`src/rtl/rc4_pkg.sv`:
```
// Shared RC4 definitions: PRGA state encoding, sizes and the plaintext ASCII test.
package rc4_pkg;

    localparam int unsigned S_SIZE          = 256;
    localparam int unsigned MSG_LEN_DEFAULT = 32;

    localparam logic [7:0] ASCII_LO    = 8'h61;
    localparam logic [7:0] ASCII_HI    = 8'h7A;
    localparam logic [7:0] ASCII_SPACE = 8'h20;

    typedef enum logic [3:0] {
        StIdle,
        StRdSi,
        StWaitSi,
        StRdSj,
        StWaitSj,
        StWrSi,
        StWrSj,
        StRdF,
        StWaitF,
        StWrDec,
        StDone
    } prga_state_t;

    // Accepted plaintext: lower-case letters or space.
    function automatic logic ascii_ok(input logic [7:0] b);
        return ((b >= ASCII_LO) && (b <= ASCII_HI)) || (b == ASCII_SPACE);
    endfunction

endpackage

```
`src/rtl/prga_decrypt.sv`:
```
// RC4 PRGA stage: walks the shuffled S RAM, produces one keystream byte per
// message byte and writes enc ^ keystream into the decrypted-message RAM.
// Optional plaintext ASCII check with early abort: define PRGA_ASCII_CHECK_EN.
module prga_decrypt
    import rc4_pkg::*;
#(
    parameter int unsigned MSG_LEN = MSG_LEN_DEFAULT,
    parameter int unsigned ADDR_W  = 5
) (
    input  logic              CLOCK_50,
    input  logic              reset,
    input  logic              start,
    output logic [7:0]        s_addr,
    output logic [7:0]        s_wdata,
    output logic              s_wren,
    input  logic [7:0]        s_q,
    output logic [ADDR_W-1:0] enc_addr,
    input  logic [7:0]        enc_q,
    output logic [ADDR_W-1:0] dec_addr,
    output logic [7:0]        dec_wdata,
    output logic              dec_wren,
    output logic              busy,
    output logic              done,
    output logic              key_invalid
);

    localparam logic [ADDR_W-1:0] K_LAST = ADDR_W'(MSG_LEN - 1);

    prga_state_t       state_q, state_d;
    logic [7:0]        i_q, i_d;
    logic [7:0]        j_q, j_d;
    logic [ADDR_W-1:0] k_q, k_d;
    logic [7:0]        si_q, si_d;
    logic [7:0]        sj_q, sj_d;
    logic [7:0]        f_q, f_d;
    logic [7:0]        plain;
    logic              abort;

    assign plain = f_q ^ enc_q;

`ifdef PRGA_ASCII_CHECK_EN
    logic kinv_q, kinv_d;

    assign abort       = !ascii_ok(plain);
    assign key_invalid = kinv_q;

    // Sticky invalid-key flag, cleared by reset or a new start.
    always_ff @(posedge CLOCK_50) begin
        if (!reset) begin
            kinv_q <= 1'b0;
        end else begin
            kinv_q <= kinv_d;
        end
    end
`else
    assign abort       = 1'b0;
    assign key_invalid = 1'b0;
`endif

    // enc_addr follows k so enc_q has settled long before WR_DEC.
    assign enc_addr = k_q;
    assign busy     = (state_q != StIdle) && (state_q != StDone);
    assign done     = (state_q == StDone);

    // State and datapath registers with synchronous active-low reset.
    always_ff @(posedge CLOCK_50) begin
        if (!reset) begin
            state_q <= StIdle;
            i_q     <= 8'd0;
            j_q     <= 8'd0;
            k_q     <= '0;
            si_q    <= 8'd0;
            sj_q    <= 8'd0;
            f_q     <= 8'd0;
        end else begin
            state_q <= state_d;
            i_q     <= i_d;
            j_q     <= j_d;
            k_q     <= k_d;
            si_q    <= si_d;
            sj_q    <= sj_d;
            f_q     <= f_d;
        end
    end

    // Next-state logic and memory port drive.
    always_comb begin
        state_d   = state_q;
        i_d       = i_q;
        j_d       = j_q;
        k_d       = k_q;
        si_d      = si_q;
        sj_d      = sj_q;
        f_d       = f_q;
        s_addr    = 8'd0;
        s_wdata   = 8'd0;
        s_wren    = 1'b0;
        dec_addr  = '0;
        dec_wdata = 8'd0;
        dec_wren  = 1'b0;
`ifdef PRGA_ASCII_CHECK_EN
        kinv_d    = kinv_q;
`endif

        unique case (state_q)
            StIdle, StDone: begin
                if (start) begin
                    state_d = StRdSi;
                    i_d     = 8'd1;
                    j_d     = 8'd0;
                    k_d     = '0;
`ifdef PRGA_ASCII_CHECK_EN
                    kinv_d  = 1'b0;
`endif
                end
            end
            StRdSi: begin
                s_addr  = i_q;
                state_d = StWaitSi;
            end
            StWaitSi: begin
                si_d    = s_q;
                j_d     = j_q + s_q;
                state_d = StRdSj;
            end
            StRdSj: begin
                s_addr  = j_q;
                state_d = StWaitSj;
            end
            StWaitSj: begin
                sj_d    = s_q;
                state_d = StWrSi;
            end
            StWrSi: begin
                s_addr  = i_q;
                s_wdata = sj_q;
                s_wren  = 1'b1;
                state_d = StWrSj;
            end
            StWrSj: begin
                // When i == j this rewrites the same value: S is unchanged.
                s_addr  = j_q;
                s_wdata = si_q;
                s_wren  = 1'b1;
                state_d = StRdF;
            end
            StRdF: begin
                s_addr  = si_q + sj_q;
                state_d = StWaitF;
            end
            StWaitF: begin
                f_d     = s_q;
                state_d = StWrDec;
            end
            StWrDec: begin
                dec_addr  = k_q;
                dec_wdata = plain;
                dec_wren  = 1'b1;
                if (abort) begin
`ifdef PRGA_ASCII_CHECK_EN
                    kinv_d  = 1'b1;
`endif
                    state_d = StDone;
                end else if (k_q == K_LAST) begin
                    state_d = StDone;
                end else begin
                    k_d     = k_q + 1'b1;
                    i_d     = i_q + 8'd1;
                    state_d = StRdSi;
                end
            end
            default: state_d = StIdle;
        endcase
    end

endmodule

```
`config.mk`:
```
export PLATFORM = sky130hd
export DESIGN_NAME = prga_decrypt
export DESIGN_NICKNAME = d
export VERILOG_FILES = /design/src/rtl/rc4_pkg.sv /design/src/rtl/prga_decrypt.sv
export SDC_FILE = /design/constraint.sdc
export NUM_CORES = 1
export LEC_CHECK = 0
export BUFFER_PORTS_ARGS = -buffer_cell sky130_fd_sc_hd__buf_2
export CORE_ASPECT_RATIO = 2
export CORE_MARGIN = 8
export CORE_UTILIZATION = 55
export DETAILED_ROUTE_END_ITERATION = 7
export PLACE_DENSITY = 0.8
export SLEW_MARGIN = 10
export SYNTH_ARGS = -nofsm -noshare
export SYNTH_HDL_FRONTEND = slang
export SYNTH_SLANG_ARGS = --single-unit
```
`constraint.sdc`:
```
create_clock -name CLOCK_50 -period 2.1 [get_ports CLOCK_50]
set_input_delay 0.21 -clock CLOCK_50 [delete_from_list [all_inputs] [get_ports CLOCK_50]]
set_output_delay 0.21 -clock CLOCK_50 [all_outputs]
set_load 0.03 [all_outputs]
```
==> metrics.txt, run 1 <==
Worst VDD drop=slightly below 600 uV; mapped cell area=approximately 2900 um^2; Final setup viols=6; gpl congestion=approximately 0.9; synthesis-stage register bit count=slightly below 50; I/O pin total=58; initial antenna violation count=0; via density per instance=between 5 and 6; critical path class=register to output pin; FFs w/ async S/R, synth=0%; main flop type after synthesis=dfxtp_1; setup ws final=-0.277 ns; dpl ws=-0.127 ns; Skew-Pair Late Insertion Delay=just over 0.3 ns; Die X=approximately 67 um; Remaining Overflow, GRT=0; area of the die=around 8000 um^2; CP Launch Type=register; TritonCTS Sinks=roughly 50; Tmin final=between 2 and 2.5 ns; CTS root buf=clkbuf_8; largest net degree at the start of global routing=36; Req. time, crit path=roughly 1.9 ns; leakage power=roughly 1.6 nW; CP top delay family=compound AO/OA/AOI/OAI gates; Setup Skew=about 0.0058 ns; global routing usage on met3=under 10%; number of diodes=0; M2 GR Usage=40.0%; top post-synthesis cells by area=dfxtp_1 (34%), nand2_1 (7.5%), ha_1 (7.3%); Avg Cell Area, Syn=between 7 and 8 um^2; Core ar.=~5100 um^2; MaxCap Viol Count=0; drc violations=0; via count=between 2000 and 3000; Tightest Pin Transition=about 0.63 ns; GRT Overall Usage=around 22%; First DRT Iteration DRCs=between 150 and 200; failing checks=setup timing; worst relative slew slack=roughly 58%; FILL cells=between 400 and 500; worst-path fanout max=2; Routed Antenna Nets=0; first-pass GRT wire length=13800 um; final WL=between 8000 and 9000 um; Netlist cell types=between 40 and 50; Pre-Repair DR Iteration Count=5; leading area contributor after synthesis=dfxtp_1; nets@finish=roughly 480; CTS Buf Count=5; GRT Max-Usage Layer=met2; Synth top area share=33.8%; fmax=between 0.4 and 0.5 GHz; grt met1 use=a little over a fifth; Vert. Die Dim=roughly 120 um; area delta synth->final=26.5%; Critical Path AT=approximately 2.2 ns; final hold violations=0; Buf+Inv Stages, Crit Path=1; Hold Buf Count CTS=0; Pwr Density=approximately 550 nW/um^2; slowest stage delay, CP=roughly 0.35 ns; Total Power=2.03 mW; IO Port Bufs=56; EDFF count, synth=0; critical path endpoint category=output pin; CP max-delay cell=dfxtp_2; Max clock buf depth=2; Starting Density=56.5%; Synth Net Count=402; Post-Synthesis Cells=between 300 and 400; htree depth=2; CTS tree=done; number of global-route vias before repair=just over 3000; synth warn=0; max-slew violation count=0; Final Cycle Share=113%; Seq/Total Area, Yosys=about a third; routed len/inst=about 17 um; HP Class=input pin to register; fraction of layout cells with a size suffix above 1=between 20 and 30%; HPWL after DPL=6520 um; outcome=complete, but fails checks; critical path's most frequent cell=a21oi_2; crit-path cells=ha_4 > fa_2 > a21o_1 > a21oi_2 > o21bai_1 > a21oi_2 > xor2_1 > o21ai_2 > buf_6; Clk pin slew, worst setup/hold paths=0.09 ns; Rows=37; RSZ-0062 raised after global routing=yes
==> registers in the layout (all words and copies together) (netlist names) <==
signal / cells
i_q: 8
f_q: 8
state_q: 4
si_q: 8
enc_addr: 5
sj_q: 8
j_q: 8
==> synth_stat cells (2+ instances only) <==
library cell   n
a222oi_1       2
and3_1         5
nand2_1       58
o21ai_0       10
xor2_1        13
inv_2          2
buf_4          2
or2_2          2
a21oi_1       38
inv_1          8
nor3_2         3
a21oi_2        2
clkbuf_1       6
dfxtp_1       49
or3_1          4
nor2_1        40
nand3_1        4
ha_1          17
a22oi_1       18
o21bai_1       3
and2_1         4
fa_1           2
a21o_1         4
o21ai_1        3
nand4_1        5
a211oi_1       2
xnor2_1       17
nor2_2         2
nand2b_1       6
nor3_1         9
buf_2          6
==> path summary, 6_finish.rpt <==
kind,from,end,slack (ns),depth (start not counted)
setup / recovery,si_q[0],s_addr[6],-0.28,9
setup reg to reg,enc_addr[0],i_q[5],0.08,9
hold / removal,reset,j_q[7],0.18,3
hold reg to reg,f_q[6],f_q[6],0.48,2
==> metal layers <==
| layer | wire [um] | up-vias |
|---|---|---|
| met4 | 356 | 0 |
| met5 | 0 | - |
| met2 | 4690 | 121 |
| met1 | 3170 | 1399 |
| li1 | - | 1414 |
| met3 | 527 | 25 |
==> stage by stage <==
| step | util (%) | instances | setup TNS (ns) | instance area, um^2 | hold WS [ns] |
|---|---|---|---|---|---|
| finish | 71.5 | 500 | -1.04 | 3670 | 0.175 |
| global route | 71.5 | 500 | -1.62 | 3670 | 0.181 |
| CTS | 69.9 | 497 | -0.857 | 3590 | 0.165 |
| detailed placement | 65.7 | 487 | -0.128 | 3380 | 0.468 |
| global placement | 65.7 | 487 | -0.0693 | 3380 | 0.462 |
| floorplan | - | 364 | -0.00186 | 2910 | 0.346 |
==> repair_timing <==
action                                  4_1_cts  5_1_grt
gates cloned                                  0        0
pin swaps                                    15       14
endpoints found under the setup margin       12       14
resized for setup                            28       15
buffers inserted                              3        5
==> placed cells by master, fill, tap and decap left out, drive strengths merged, types with 12 or more instances in the layout <==
cell    n
buf    85
nand2  58
nor2   42
a21oi  40
ha     17
o21ai  14
nor3   12
xor2   13
dfxtp  49
a22oi  18
xnor2  17
==> layout make-up <==
cell class                 instances  area (um^2)  area share [%]
sequential                        49          993            27.0
multi-input combinational        289         1920            52.2
timing repair buffer              85          563            15.3
clock buffer                       5         68.8            1.87
inverter                          11         41.3            1.12
tap                               58         72.6            1.97
clock inverter                     3         17.5           0.477
==> power breakdown <==
| group | switching, mW | internal [mW] | leakage (nW) |
|---|---|---|---|
| sequential | 0.0481 | 0.965 | 0.400 |
| clock | 0.327 | 0.230 | 0.0439 |
| combinational | 0.274 | 0.182 | 1.13 |
| total | 0.650 | 1.38 | 1.57 |
==> logic make-up (layout without fill, tap and decap cells) <==
kind of cell | count (synthesis) | in the layout | synth area share, %
and+or+nand+nor | 147 | 147 | 23.9
buffers and inverters | 26 | 104 | 4.14
muxes | 1 | 1 | 0.345
other | 1 | 1 | 0.129
AOI/OAI and AO/OA | 91 | 91 | 19.9
xor gates and xnor gates | 30 | 30 | 9.05
adders and majority gates | 19 | 19 | 8.70
DFF | 49 | 49 | 33.8
==> tightest hold or removal path, cell delays in order <==
cell and delay, ns:
buf_2 0.14, clkinv_1 0.06, a31oi_1 0.03
Power figures use the tool's default switching activity.
==> run 2, diff against run 1 <==
--- a/config.mk
+++ b/config.mk
@@ -11,6 +11,7 @@
 export CORE_UTILIZATION = 55
 export DETAILED_ROUTE_END_ITERATION = 7
 export PLACE_DENSITY = 0.8
+export SKIP_CTS_REPAIR_TIMING = 1
 export SLEW_MARGIN = 10
 export SYNTH_ARGS = -nofsm -noshare
 export SYNTH_HDL_FRONTEND = slang
==> run 2 against run 1 <==
Net effect: the run still ends with setup timing left; flip-flop and latch count stayed put; critical path depth stayed put; register-to-register slack better by 0.03 ns; fmax is 0.13% higher; sequential share of layout area is 0.17 points higher; largest cell class unchanged.
==> metrics.txt, run 2 (synthesized netlist as in run 1, its figures left out) <==
Critical Path AT=2.16 ns (about the same); initial antenna violation count=0 (unchanged); worst relative slew slack=57.7% (-0.25 points); outcome=complete, but fails checks; HPWL after DPL=6520 um (unchanged); gpl congestion=0.904 (unchanged); First DRT Iteration DRCs=167 (-8.2%); largest net degree at the start of global routing=36 (unchanged); Net Sw Power=653 uW (+0.44%); first-pass GRT wire length=13300 um (-3.9%); Register-to-Register Path Depth=9 (unchanged); most common cell after layout, fill and taps aside=nand2_1; Critical R2R Capture=i_q[5]; worst reg2reg setup slack=0.11 ns (+0.03 ns); CTS Buf Count=5 (unchanged); Final setup viols=5 (-1); crit path from=si_q[0]; htree depth=2 (unchanged); CTS tree=done; grt met1 use=20.4% (-1.2 points); Rows=37 (unchanged); Core ar.=5140 um^2 (unchanged); area delta synth->final=25.9%; TritonCTS Sinks=49 (unchanged); sequential share of power=49.9% (about the same); Sw Share=32.2% (+0.12 points); area of the die=8000 um^2 (unchanged); fmax=0.421 GHz (+0.13%); Vert. Die Dim=119 um (unchanged); Die X=67.4 um (unchanged); crit-path cells=ha_4 > buf_4 > a21o_1 > a21oi_2 > o21bai_1 > o41ai_2 > xnor2_1 > o21ai_2 > buf_6; Final TNS setup=-0.957 ns (+0.0863 ns); P_int=1.38 mW (-0.11%); via count=2937 (-0.74%); CTS root buf=clkbuf_8; setup ws final=-0.274 ns (+0.00313 ns); slowest stage delay, CP=0.35 ns (about the same); Starting Density=56.5% (unchanged); failing checks=setup timing; Skew-Pair Late Insertion Delay=0.31 ns (about the same); critical path class=register to output pin; Tmin final=2.37 ns (-0.00313 ns); routed len/inst=17.0 um (-2.5%); fraction of layout cells with a size suffix above 1=29.4% (-0.23 points); Setup Skew=0.00822 ns (+0.00246 ns); HP Class=input pin to register; Pre-Repair DR Iteration Count=4 (-1); Final Core Density=71.1% (-0.37 points); part of the power in combinational logic=22.3% (-0.2 points); Max clock buf depth=2 (unchanged); M2 GR Usage=38.6% (-1.4 points); CP top delay family=compound AO/OA/AOI/OAI gates; dpl ws=-0.127 ns (unchanged); IO Port Bufs=56 (unchanged); Buf+Inv Stages, Crit Path=2 (+1); Remaining Overflow, GRT=0 (unchanged); Worst VDD drop=609 uV (+3.7%); drc violations=0 (unchanged); nets@finish=479 (unchanged); MaxCap Viol Count=0 (unchanged); Pwr Density=555 nW/um^2 (+0.58%); final WL=8520 um (-2.5%); final hold violations=0 (unchanged); I/O pin total=58 (unchanged); CP Depth=9 (unchanged); GRT Overall Usage=21.2% (-0.83 points); leakage power=1.56 nW (-0.59%); Req. time, crit path=1.89 ns (about the same); critical path endpoint category=output pin; Tightest Pin Transition=0.631 ns (+0.00366 ns); Clk pin slew, worst setup/hold paths=0.10 ns (about the same); Final Cycle Share=113% (-0.15 points); number of global-route vias before repair=2963 (-2.2%); Clock power frac=27.8% (+0.3 points); RSZ-0062 raised after global routing=yes; max-slew violation count=0 (unchanged); RR Startpoint=enc_addr[0]; GRT Max-Usage Layer=met2; Worst setup endpoint=s_addr[7]; CP Launch Type=register; number of diodes=0 (unchanged); CP max-delay cell=dfxtp_2; global routing usage on met3=4.07% (+0.095 points); most frequent cells in the layout=nand2_1 (58), buf_2 (49), dfxtp_1 (42), nor2_1 (39), a21oi_1 (34); Routed Antenna Nets=0 (unchanged); worst-path fanout max=2 (unchanged); via density per instance=5.87 (-0.74%)
## run 2: metal layers
| metal | vias up | routed length [um] |
|---|---|---|
| met2 | 113 | 4460 |
| li1 | 1412 | - |
| met5 | - | 0 |
| met4 | 0 | 388 |
| met1 | 1386 | 3160 |
| met3 | 26 | 513 |
## run 2: worst min path at each step
stage | from | cells past startpoint | to | slack [ns]
2_1_floorplan | s_q[0] | 2 | f_q[0] | 0.35
3_3_place_gp | f_q[6] | 2 | f_q[6] | 0.46
3_5_place_dp | f_q[6] | 2 | f_q[6] | 0.47
4_1_cts | reset | 3 | j_q[7] | 0.16
5_1_grt | s_q[5] | 3 | sj_q[5] | 0.18
6_report | reset | 3 | j_q[7] | 0.17
## run 2: layout make-up
class | instances | area, um^2
multi-input cells | 289 | 1900
fillers | 433 | 1480
flip-flops and latches | 49 | 995
repair buffers | 85 | 559
well taps | 58 | 72.6
clock buffers | 5 | 68.8
inverters | 11 | 41.3
clock inverters | 3 | 17.5
## run 2: power groups by stage
stage | clock (mW) | combinational, mW | sequential, mW
after floorplan | 0 | 0.288 | 1.02
after global placement | 0 | 0.418 | 1.03
after detailed placement | 0 | 0.429 | 1.03
after CTS | 0.569 | 0.432 | 1.01
after global routing | 0.604 | 0.489 | 1.02
final | 0.564 | 0.452 | 1.01
## run 2: stage by stage
| stage | instance area (um^2) | std cells | hold slack, ns | total power [mW] |
|---|---|---|---|---|
| 2_1_floorplan | 2910 | 364 | 0.346 | 1.31 |
| 3_3_place_gp | 3380 | 487 | 0.462 | 1.45 |
| 3_5_place_dp | 3380 | 487 | 0.468 | 1.46 |
| 4_1_cts | 3460 | 495 | 0.165 | 2.01 |
| 5_1_grt | 3660 | 500 | 0.181 | 2.11 |
| 6_report | 3660 | 500 | 0.174 | 2.03 |
## run 2: worst register-to-register path, stage by stage, from the launching register on
cell	delay (ns)
dfxtp_1	0.33
ha_1	0.23
and3_1	0.19
ha_1	0.21
nand3b_2	0.22
a21oi_2	0.21
buf_12	0.15
nand4_1	0.12
xor2_1	0.20
nor2_2	0.04
==> run 3, diff against run 2 <==
--- a/config.mk
+++ b/config.mk
@@ -10,6 +10,7 @@
 export CORE_MARGIN = 8
 export CORE_UTILIZATION = 55
 export DETAILED_ROUTE_END_ITERATION = 7
+export GPL_TIMING_DRIVEN = 0
 export PLACE_DENSITY = 0.8
 export SKIP_CTS_REPAIR_TIMING = 1
 export SLEW_MARGIN = 10
==> run 3 against run 2 <==
Net effect: flip-flop and latch count did not move; clock-buffer cell count did not move; sequential power barely moved; clock skew fell by 0.0021 ns; global-route usage fell by 0.16 points; routed wire length rose by 0.79%; the flow still finishes with violations (setup timing); largest cell class unchanged; critical endpoint is now s_addr[6]; total power rose by 4.5%; critical path depth did not move.
==> metrics.txt, run 3 (synthesized netlist as in run 1, its figures left out) <==
number of global-route vias before repair=2872 (-3.1%); I/O pin total=58 (unchanged); CTS root buf=clkbuf_8; leakage power=1.51 nW (-3.0%); Pre-Repair DR Iteration Count=4 (unchanged); htree depth=2 (unchanged); most frequent cells in the layout=nand2_1 (57), buf_2 (53), dfxtp_1 (42), nor2_1 (38), a21oi_1 (35); number of diodes=0 (unchanged); CP Launch Type=register; sequential share of power=47.4% (-2.5 points); Vert. Die Dim=119 um (unchanged); max-slew violation count=0 (unchanged); RSZ-0062 raised after global routing=yes; P_int=1.48 mW (+7.4%); Critical Path AT=2.17 ns (about the same); CP max-delay cell=fa_2; setup ws final=-0.281 ns (-0.00683 ns); WHS=0.175 ns (+0.000811 ns); failing checks=setup timing; Tightest Pin Transition=0.979 ns (+0.348 ns); Starting Density=56.5% (unchanged); HPWL after DPL=6500 um (-0.30%); Max clock buf depth=2 (unchanged); GRT Overall Usage=21.1% (-0.16 points); MaxCap Viol Count=0 (unchanged); initial antenna violation count=0 (unchanged); Sw Share=30.3% (-1.9 points); routed len/inst=17.5 um (+2.4%); critical path's most frequent cell=a21oi_2; CTS tree=done; area of the die=8000 um^2 (unchanged); part of the power in combinational logic=21.4% (-0.9 points); Final setup viols=7 (+2); Routed Antenna Nets=0 (unchanged); TritonCTS Sinks=49 (unchanged); fmax=0.420 GHz (-0.29%); largest net degree at the start of global routing=15 (-58%); via count=2865 (-2.5%); worst relative slew slack=34.2% (-23 points); Req. time, crit path=1.89 ns (about the same); Core ar.=5140 um^2 (unchanged); slowest stage delay, CP=0.36 ns (about the same); area delta synth->final=23.6%; fraction of layout cells with a size suffix above 1=27.4% (-2.0 points); drc violations=0 (unchanged); critical path class=register to output pin; HP Class=input pin to register; First DRT Iteration DRCs=183 (+9.6%); Rows=37 (unchanged); Worst VDD drop=710 uV (+16%); outcome=complete, but fails checks; Tmin final=2.38 ns (+0.00683 ns); Clock power frac=31.1% (+3.3 points); Final TNS setup=-1.25 ns (-0.292 ns); IO Port Bufs=56 (unchanged); Pwr Density=591 nW/um^2 (+6.4%); Remaining Overflow, GRT=0 (unchanged); FILL cells=419 (-3.2%); Setup Skew=0.00610 ns (-0.00212 ns); Final Cycle Share=113% (+0.33 points); nets@finish=472 (-1.5%); first-pass GRT wire length=13100 um (-1.2%); Net Sw Power=641 uW (-1.8%); Skew-Pair Late Insertion Delay=0.31 ns (about the same); Clk pin slew, worst setup/hold paths=0.08 ns (-0.02 ns); critical path endpoint category=output pin; final hold violations=0 (unchanged); crit-path cells=ha_4 > fa_2 > a21o_1 > a21oi_2 > o21bai_1 > a21oi_2 > xor2_1 > o21ai_2 > buf_6; CTS Buf Count=5 (unchanged); worst-path fanout max=3 (+1); final WL=8590 um (+0.79%); gpl congestion=0.912 (+0.83%); most common cell after layout, fill and taps aside=nand2_1; Die X=67.4 um (unchanged); via density per instance=5.82 (-0.87%)
[run 3: cell types whose count changed in the layout (fill, tap and decap cells not counted), moves of 2 or more]
cell      before  now
nor2_2         2    4
ha_1          15   13
dfxtp_4        2    4
buf_12         2    0
xnor2_1       15   17
clkbuf_4       0    3
buf_4         29   13
a21oi_2        6    4
buf_2         49   53
clkbuf_1       0    5
xnor2_2        2    0
dfxtp_2        5    3
[run 3: stage by stage]
step	power [mW]	instance area (um^2)	worst slack, ns	utilization [%]	instances
final	2.12	3590	-0.281	69.8	492
after floorplan	1.31	2910	-0.00186	-	364
after global routing	2.20	3590	-0.395	69.8	492
after global placement	1.42	3260	-0.171	63.5	478
after detailed placement	1.43	3260	-0.236	63.5	478
after CTS	2.09	3370	-0.587	65.5	485
[run 3: metal layers]
metal / up-vias / track usage, % / wire [um] / share of wire, %
li1: 1406 / - / - / -
met1: 1293 / 20.9 / 3090 / 36
met2: 128 / 36.2 / 4350 / 51
met3: 38 / 4.45 / 533 / 6.2
met4: 0 / 15.5 / 609 / 7.1
met5: - / 0 / 0 / 0
[run 3: final timing paths]
check              start         to  slack, ns  cells past startpoint
max              sj_q[0]  s_addr[6]      -0.28                      9
min               s_q[4]    sj_q[4]       0.17                      3
max reg2reg  enc_addr[0]     i_q[5]       0.09                      9
min reg2reg       f_q[1]     f_q[1]       0.48                      2
[run 3: power groups by stage]
stage	sequential, mW	combinational (mW)	clock [mW]
2_1_floorplan	1.02	0.288	0
3_3_place_gp	1.02	0.399	0
3_5_place_dp	1.02	0.408	0
4_1_cts	1.00	0.411	0.675
5_1_grt	1.01	0.487	0.704
6_report	1.01	0.454	0.660
[run 3: worst max-delay path, delay by kind of cell, from the launching register on]
kind | cells | cell delay (ns)
AOI/OAI and AO/OA | 5 | 0.64
adders and majority gates | 2 | 0.53
DFF | 1 | 0.35
xor gates and xnor gates | 1 | 0.19
buffers and inverters | 1 | 0.15
[run 3: layout make-up]
| type | instances | area (um^2) | share of cell area [%] |
|---|---|---|---|
| multi-input combinational | 289 | 1920 | 53.5 |
| sequential | 49 | 1000 | 27.9 |
| timing repair buffer | 63 | 355 | 9.90 |
| buffer | 15 | 93.8 | 2.62 |
| tap | 58 | 72.6 | 2.02 |
| clock buffer | 5 | 68.8 | 1.92 |
| inverter | 11 | 43.8 | 1.22 |
| clock inverter | 2 | 35.0 | 0.976 |
